## src/rtl/tthbif_cfg_rf.sv

```systemverilog
// Byte-command register file: parses UART rx cmd/data bytes into HBIF lane tap selects and enables.
// Optional macro TTHBIF_CFG_WR_ACK_EN: writes answer with ACK 0x06 (or NAK 0x15) instead of silently.
module tthbif_cfg_rf #(
    parameter int unsigned NUM_LANES      = 1,
    parameter int unsigned TIMEOUT_CYCLES = 65535
) (
    input  logic                   clk_i,
    input  logic                   rst_ni,
    input  logic                   en_i,
    input  logic                   rx_valid_i,
    input  logic [7:0]             rx_data_i,
    input  logic                   tx_ready_i,
    output logic                   tx_valid_o,
    output logic [7:0]             tx_data_o,
    output logic [2*NUM_LANES-1:0] rx_flop_tap_sel_o,
    output logic [2*NUM_LANES-1:0] rx_comb_tap_sel_o,
    output logic [2*NUM_LANES-1:0] tx_flop_tap_sel_o,
    output logic [2*NUM_LANES-1:0] tx_comb_tap_sel_o,
    output logic [NUM_LANES-1:0]   lane_en_o,
    output logic                   err_o
);
    localparam int unsigned CNT_W  = $clog2(TIMEOUT_CYCLES + 1);
    localparam logic [7:0]  ID_VAL = 8'h48;
    localparam logic [7:0]  ACK    = 8'h06;
    localparam logic [7:0]  NAK    = 8'h15;
`ifdef TTHBIF_CFG_WR_ACK_EN
    localparam bit WR_RESP = 1'b1;
`else
    localparam bit WR_RESP = 1'b0;
`endif

    typedef enum logic [1:0] {ST_IDLE, ST_WDATA, ST_RESP} state_e;

    state_e                      state_q, state_d;
    logic [CNT_W-1:0]            cnt_q, cnt_d;
    logic [6:0]                  addr_q, addr_d;
    logic                        tx_valid_q, tx_valid_d;
    logic [7:0]                  tx_data_q, tx_data_d;
    logic [7:0]                  scratch_q, scratch_d;
    logic [2:0]                  status_q, status_d;
    logic                        err_q, err_d;
    logic [NUM_LANES-1:0]        lane_en_q, lane_en_d;
    logic [NUM_LANES-1:0][7:0]   lane_cfg_q, lane_cfg_d;

    logic [6:0]  dec_addr;
    logic        rd_ok, wr_ok, timeout;
    logic [7:0]  rd_data;
    logic [15:0] lane_en_wide, lane_en_wide_d;
    logic [2:0]  set_st, clr_st;

    assign timeout      = (cnt_q == CNT_W'(TIMEOUT_CYCLES - 1));
    assign lane_en_wide = 16'(lane_en_q);
    // Idle decodes the incoming command byte; WDATA decodes the latched write address.
    assign dec_addr     = (state_q == ST_IDLE) ? rx_data_i[6:0] : addr_q;

    always_comb begin : addr_decode
        rd_ok   = 1'b0;
        wr_ok   = 1'b0;
        rd_data = 8'h00;
        case (dec_addr)
            7'h00: begin rd_ok = 1'b1; rd_data = ID_VAL; end
            7'h01: begin rd_ok = 1'b1; rd_data = 8'(NUM_LANES); end
            7'h02: begin rd_ok = 1'b1; wr_ok = 1'b1; rd_data = lane_en_wide[7:0]; end
            7'h03: begin rd_ok = 1'b1; wr_ok = 1'b1; rd_data = lane_en_wide[15:8]; end
            7'h04: begin rd_ok = 1'b1; wr_ok = 1'b1; rd_data = scratch_q; end
            7'h05: begin rd_ok = 1'b1; wr_ok = 1'b1; rd_data = {5'b0, status_q}; end
            default: ;
        endcase
        for (int unsigned l = 0; l < NUM_LANES; l++) begin
            if (dec_addr == 7'(7'h10 + l)) begin
                rd_ok   = 1'b1;
                wr_ok   = 1'b1;
                rd_data = lane_cfg_q[l];
            end
        end
    end

    always_ff @(posedge clk_i or negedge rst_ni) begin : state_reg
        if (!rst_ni) state_q <= ST_IDLE;
        else         state_q <= state_d;
    end

    always_comb begin : next_state
        state_d = state_q;
        if (!en_i) begin
            state_d = ST_IDLE;
        end else begin
            case (state_q)
                ST_IDLE:  if (rx_valid_i) state_d = rx_data_i[7] ? ST_WDATA : ST_RESP;
                ST_WDATA: begin
                    if (rx_valid_i)   state_d = WR_RESP ? ST_RESP : ST_IDLE;
                    else if (timeout) state_d = ST_IDLE;
                end
                ST_RESP:  if (tx_ready_i && tx_valid_q) state_d = ST_IDLE;
                default:  state_d = ST_IDLE;
            endcase
        end
    end

    always_comb begin : outputs
        cnt_d          = cnt_q;
        addr_d         = addr_q;
        tx_data_d      = tx_data_q;
        scratch_d      = scratch_q;
        lane_en_wide_d = lane_en_wide;
        lane_cfg_d     = lane_cfg_q;
        set_st         = 3'b000;
        clr_st         = 3'b000;
        tx_valid_d     = (state_d == ST_RESP);
        if (en_i) begin
            case (state_q)
                ST_IDLE: if (rx_valid_i) begin
                    addr_d = rx_data_i[6:0];
                    cnt_d  = '0;
                    if (!rx_data_i[7]) begin
                        tx_data_d = rd_ok ? rd_data : NAK;
                        set_st[0] = !rd_ok;
                    end
                end
                ST_WDATA: begin
                    if (rx_valid_i) begin
                        set_st[0] = !wr_ok;
                        if (WR_RESP) tx_data_d = wr_ok ? ACK : NAK;
                        if (wr_ok) begin
                            case (addr_q)
                                7'h02:   lane_en_wide_d[7:0]  = rx_data_i;
                                7'h03:   lane_en_wide_d[15:8] = rx_data_i;
                                7'h04:   scratch_d            = rx_data_i;
                                7'h05:   clr_st               = rx_data_i[2:0];
                                default: ;
                            endcase
                            for (int unsigned l = 0; l < NUM_LANES; l++) begin
                                if (addr_q == 7'(7'h10 + l)) lane_cfg_d[l] = rx_data_i;
                            end
                        end
                    end else if (timeout) begin
                        set_st[1] = 1'b1;
                    end else if (cnt_q != '1) begin
                        cnt_d = cnt_q + CNT_W'(1);
                    end
                end
                ST_RESP: if (rx_valid_i) set_st[2] = 1'b1;
                default: ;
            endcase
        end
        // A fresh error event wins over a simultaneous clear.
        status_d  = (status_q & ~clr_st) | set_st;
        err_d     = |status_d;
        lane_en_d = lane_en_wide_d[NUM_LANES-1:0];
    end

    always_ff @(posedge clk_i or negedge rst_ni) begin : regs
        if (!rst_ni) begin
            cnt_q      <= '0;
            addr_q     <= 7'h00;
            tx_valid_q <= 1'b0;
            tx_data_q  <= 8'h00;
            scratch_q  <= 8'h00;
            status_q   <= 3'b000;
            err_q      <= 1'b0;
            lane_en_q  <= '1;
            lane_cfg_q <= '1;
        end else begin
            cnt_q      <= cnt_d;
            addr_q     <= addr_d;
            tx_valid_q <= tx_valid_d;
            tx_data_q  <= tx_data_d;
            scratch_q  <= scratch_d;
            status_q   <= status_d;
            err_q      <= err_d;
            lane_en_q  <= lane_en_d;
            lane_cfg_q <= lane_cfg_d;
        end
    end

    assign tx_valid_o = tx_valid_q;
    assign tx_data_o  = tx_data_q;
    assign err_o      = err_q;
    assign lane_en_o  = lane_en_q;

    for (genvar g = 0; g < int'(NUM_LANES); g++) begin : g_lane_out
        assign rx_flop_tap_sel_o[2*g +: 2] = lane_cfg_q[g][1:0];
        assign rx_comb_tap_sel_o[2*g +: 2] = lane_cfg_q[g][3:2];
        assign tx_flop_tap_sel_o[2*g +: 2] = lane_cfg_q[g][5:4];
        assign tx_comb_tap_sel_o[2*g +: 2] = lane_cfg_q[g][7:6];
    end

endmodule

```

## config.mk

```make
export PLATFORM = sky130hd
export DESIGN_NAME = tthbif_cfg_rf
export DESIGN_NICKNAME = d
export VERILOG_FILES = /design/src/rtl/tthbif_cfg_rf.sv
export SDC_FILE = /design/constraint.sdc
export NUM_CORES = 1
export LEC_CHECK = 0
export ABC_AREA = 1
export CORE_UTILIZATION = 26
export DETAILED_ROUTE_END_ITERATION = 10
export DONT_BUFFER_PORTS = 1
export PLACE_DENSITY = 0.42
export SYNTH_ARGS = -nofsm -noshare
export SYNTH_HDL_FRONTEND = slang
export SYNTH_SLANG_ARGS = --single-unit
export TNS_END_PERCENT = 30
```

## constraint.sdc

```tcl
create_clock -name clk_i -period 2.14 [get_ports clk_i]
set_input_delay 0 -clock clk_i [delete_from_list [all_inputs] [get_ports clk_i]]
set_output_delay 0 -clock clk_i [all_outputs]
set_load 0.05 [all_outputs]
```

==> qor_table.md <==
| Result | This run |
| --- | --- |
| Result of the run | finished clean |
| Initial Utilization | 0.268 |
| Async SR Flop Fraction | 1.00 |
| Syn nets | 463 |
| Crit path largest cell delay | 0.58 ns |
| Startpoint type of the worst setup path | flip-flop |
| Instance count of the mapped netlist | 448 |
| Wirelength per Cell | 14.1 um |
| Critical path required time | 2.33 ns |
| Worst Max-Slew Pin Slew | 0.520 ns |
| Placeable core region | 0.0120 mm^2 |
| First-pass GRT wire length | 14900 um |
| Maximum buffer depth of the clock tree | 2 |
| Number of max-capacitance violations reported | 0 |
| Multi-input gate area | 0.00152 mm^2 |
| H-tree depth | 2 |
| Antenna Cells | 0 |
| Top cell type's share of synthesized area | 0.358 |
| Cell type with the highest aggregate area in the netlist | dfrtp_1 |
| Final nets | 501 |
| Reported leakage power | 1.94 nW |
| Final routed wirelength across all metal layers | 8930 um |
| Critical Path Slowest Stage Cell | dlygate4sd3_1 |
| Via density per instance | 4.54 |
| Chip height | 113 um |
| Largest driver fanout on the critical path | 4 |
| Area added between synthesis and finish | 20.3% |
| Die outline area | 0.0128 mm^2 |
| RSZ-0062 raised after global routing | true |
| Data arrival time of the worst path | 2.28 ns |
| Final-report hold violation count | 0 |
| Crit-path cells | nand2_1, nor2_2, nand4_1, nor3b_2, buf_4, nor3_1, a21oi_1, dlygate4sd3_1, nor2_1 |
| Overflow after GRT | 0 |
| CTS Sinks | 55 |
| Initial antenna violation count | 0 |
| Port Buf Inserts | 0 |
| Setup CP Type | reg2reg |
| Peak supply drop | 0.000260 V |
| Area of all sequential standard cells | 0.00139 mm^2 |
| Seq cells post-synth | 55 |
| Total I/O pin count | 32 |
| Minimum clock period after layout | 2.09 ns |
| Portion of the post-synthesis area used by sequential elements | 0.431 |
| First-pass DRT Iterations | 4 |
| TritonCTS clock tree | done |
| Finish-stage setup viols | 0 |
| Die W | 113 um |
| Power density cells | 620 mW/mm^2 |
| Pin count of the biggest net entering global routing | 56 |
| Iteration-0 DRC count of the detailed router | 124 |
| Cell with the most instances after synthesis | nand2_1 |
| Overall fraction of global-route tracks in use | 0.150 |
| Residual DRC count | 0 |
| Hold WC Path Type | in2reg |
| Detail Route Antenna Nets | 0 |
| Top FF cell, synth | dfrtp_1 |
| Post-route setup TNS | 0 ns |
| Overall power | 2.40 mW |
| TritonCTS Buffers | 5 |
| Fmax | 478 MHz |
| Row count | 40 |
| Reg clk slew, reported paths | 0.08 ns |
| Summed instance area of the synthesized netlist | 0.00322 mm^2 |
| Clock latency reported for the late side of the worst-skew pair | 0.30 ns |
| Share of the clock period used by the worst path after layout | 0.977 |
| Cell at the root of the clock tree | clkbuf_16 |
| Placer's final routability congestion estimate | 0.810 |
| Synth top area cells | dfrtp_1, nand2_1, inv_1 |
| Yosys Warn Count | 0 |
| Number of max-slew violations in the final report | 0 |
| Via total after detailed routing | 2881 |
| Via count of the first global-routing pass | 2924 |
| Internal reg-to-reg setup slack | 0.05 ns |
| Proportion of layout cells with a drive suffix above 1 | 0.129 |
| Most instantiated cells after synthesis | nand2_1, inv_1, dfrtp_1, nor2_1, o21ai_0 |
| Number of inserted filler cells in the final layout | 1329 |
| Post-DP HPWL | 6340 um |
| Clock skew | 0.0103 ns |
| Mapped Avg Cell Area | 7.18 um^2 |
| Kind of capture point of the worst setup path | flip-flop |
| Worst slack on hold paths | 0.0368 ns |
| Number of enable-type register cells in the synthesized netlist | 0 |
| Synth cell types | 31 |
| Slew HR | 0.653 |
[metrics by stage]
step,utilization,instance area [um^2],setup slack (ns),instances
2_1_floorplan,-,3220,0.279,448
3_3_place_gp,0.287,3450,0.230,600
3_5_place_dp,0.287,3450,0.161,600
4_1_cts,0.313,3760,0.0249,623
5_1_grt,0.322,3870,-0.0572,634
6_report,0.322,3870,0.0486,634
[report_power, final]
part	switching, mW	total, mW	leakage (nW)	internal, mW
Combinational	0.249	0.377	1.22	0.128
Clock	0.400	0.834	0.0669	0.434
Sequential	0.0958	1.19	0.654	1.09
Total	0.745	2.40	1.94	1.65
[placed cells by master, fill, tap and decap left out]
cell	count
a21oi_1	5
a31oi_1	1
buf_12	1
buf_16	1
buf_4	26
clkbuf_1	1
clkbuf_16	5
clkinv_2	1
clkinvlp_4	1
dfrtp_1	46
dfstp_2	9
dlygate4sd3_1	14
ha_1	2
inv_1	68
inv_2	1
nand2_1	142
nand2_2	3
nand3_1	24
nand3_2	2
nand3_4	1
nand4_1	24
nor2_1	44
nor2_2	4
nor2_4	2
nor3_1	6
nor3b_1	1
nor3b_2	1
nor4_1	2
nor4_2	1
o2111ai_1	1
o211ai_1	1
o21ai_0	26
o21ai_2	3
o22ai_1	3
or2_2	1
xnor2_1	2
xor2_1	11
[repair_timing]
action	4_1_cts	5_1_grt
hold endpoints to repair	76	0
setup buffers	0	11
endpoints found under the setup margin	0	8
hold buffers	15	0
resized for setup	0	4
[worst max-delay path: cells and delay by family (launching register included)]
kind / cells / cell delay, ns
DFF: 1 / 0.39
buffers and inverters: 2 / 0.72
and+or+nand+nor: 6 / 0.74
AOI/OAI and AO/OA: 1 / 0.14
[layer usage]
layer / global-route usage / up-vias / share of wire
li1: - / 1492 / -
met1: 0.180 / 1356 / 0.45
met2: 0.270 / 28 / 0.51
met3: 0.0300 / 5 / 0.027
met4: 0.0447 / 0 / 0.0083
met5: 0 / - / 0
[flip-flops by register name, summed over array words and instances (netlist names)]
signal / cells
addr_q: 7
cnt_q: 16
err_o: 1
lane_cfg_q: 8
lane_en_o: 1
scratch_q: 8
state_q: 2
status_q: 3
tx_data_o: 8
tx_valid_o: 1
[kinds of logic (layout without fill, tap and decap cells)]
kind of cell | Yosys count | after routing | share of synthesized area
and+or+nand+nor | 258 | 258 | 0.353
buffers and inverters | 80 | 119 | 0.103
DFF | 55 | 55 | 0.431
AOI/OAI and AO/OA | 40 | 40 | 0.0692
xor gates and xnor gates | 13 | 13 | 0.0354
adders and majority gates | 2 | 2 | 0.00778
[area by class of cell]
cell class,count,share of cell area
multi-input cells,313,0.392
flip-flops and latches,55,0.359
inverters,69,0.0669
well taps,147,0.0475
clock inverters,2,0.00323
repair buffers,42,0.0989
clock buffers,6,0.0333
[path summary, 6_finish.rpt]
path | from | to | cells after the start
worst max-delay path | cnt_q[10] | state_q[0] | 9
worst min-delay path | rx_data_i[0] | lane_cfg_q[0] | 4
worst max register to register | cnt_q[10] | state_q[0] | 9
worst min register to register | scratch_q[2] | scratch_q[2] | 4
max in group asynchronous | rst_ni | lane_cfg_q[2] | 2
min in group asynchronous | rst_ni | addr_q[2] | 2
Power figures use the tool's default switching activity.
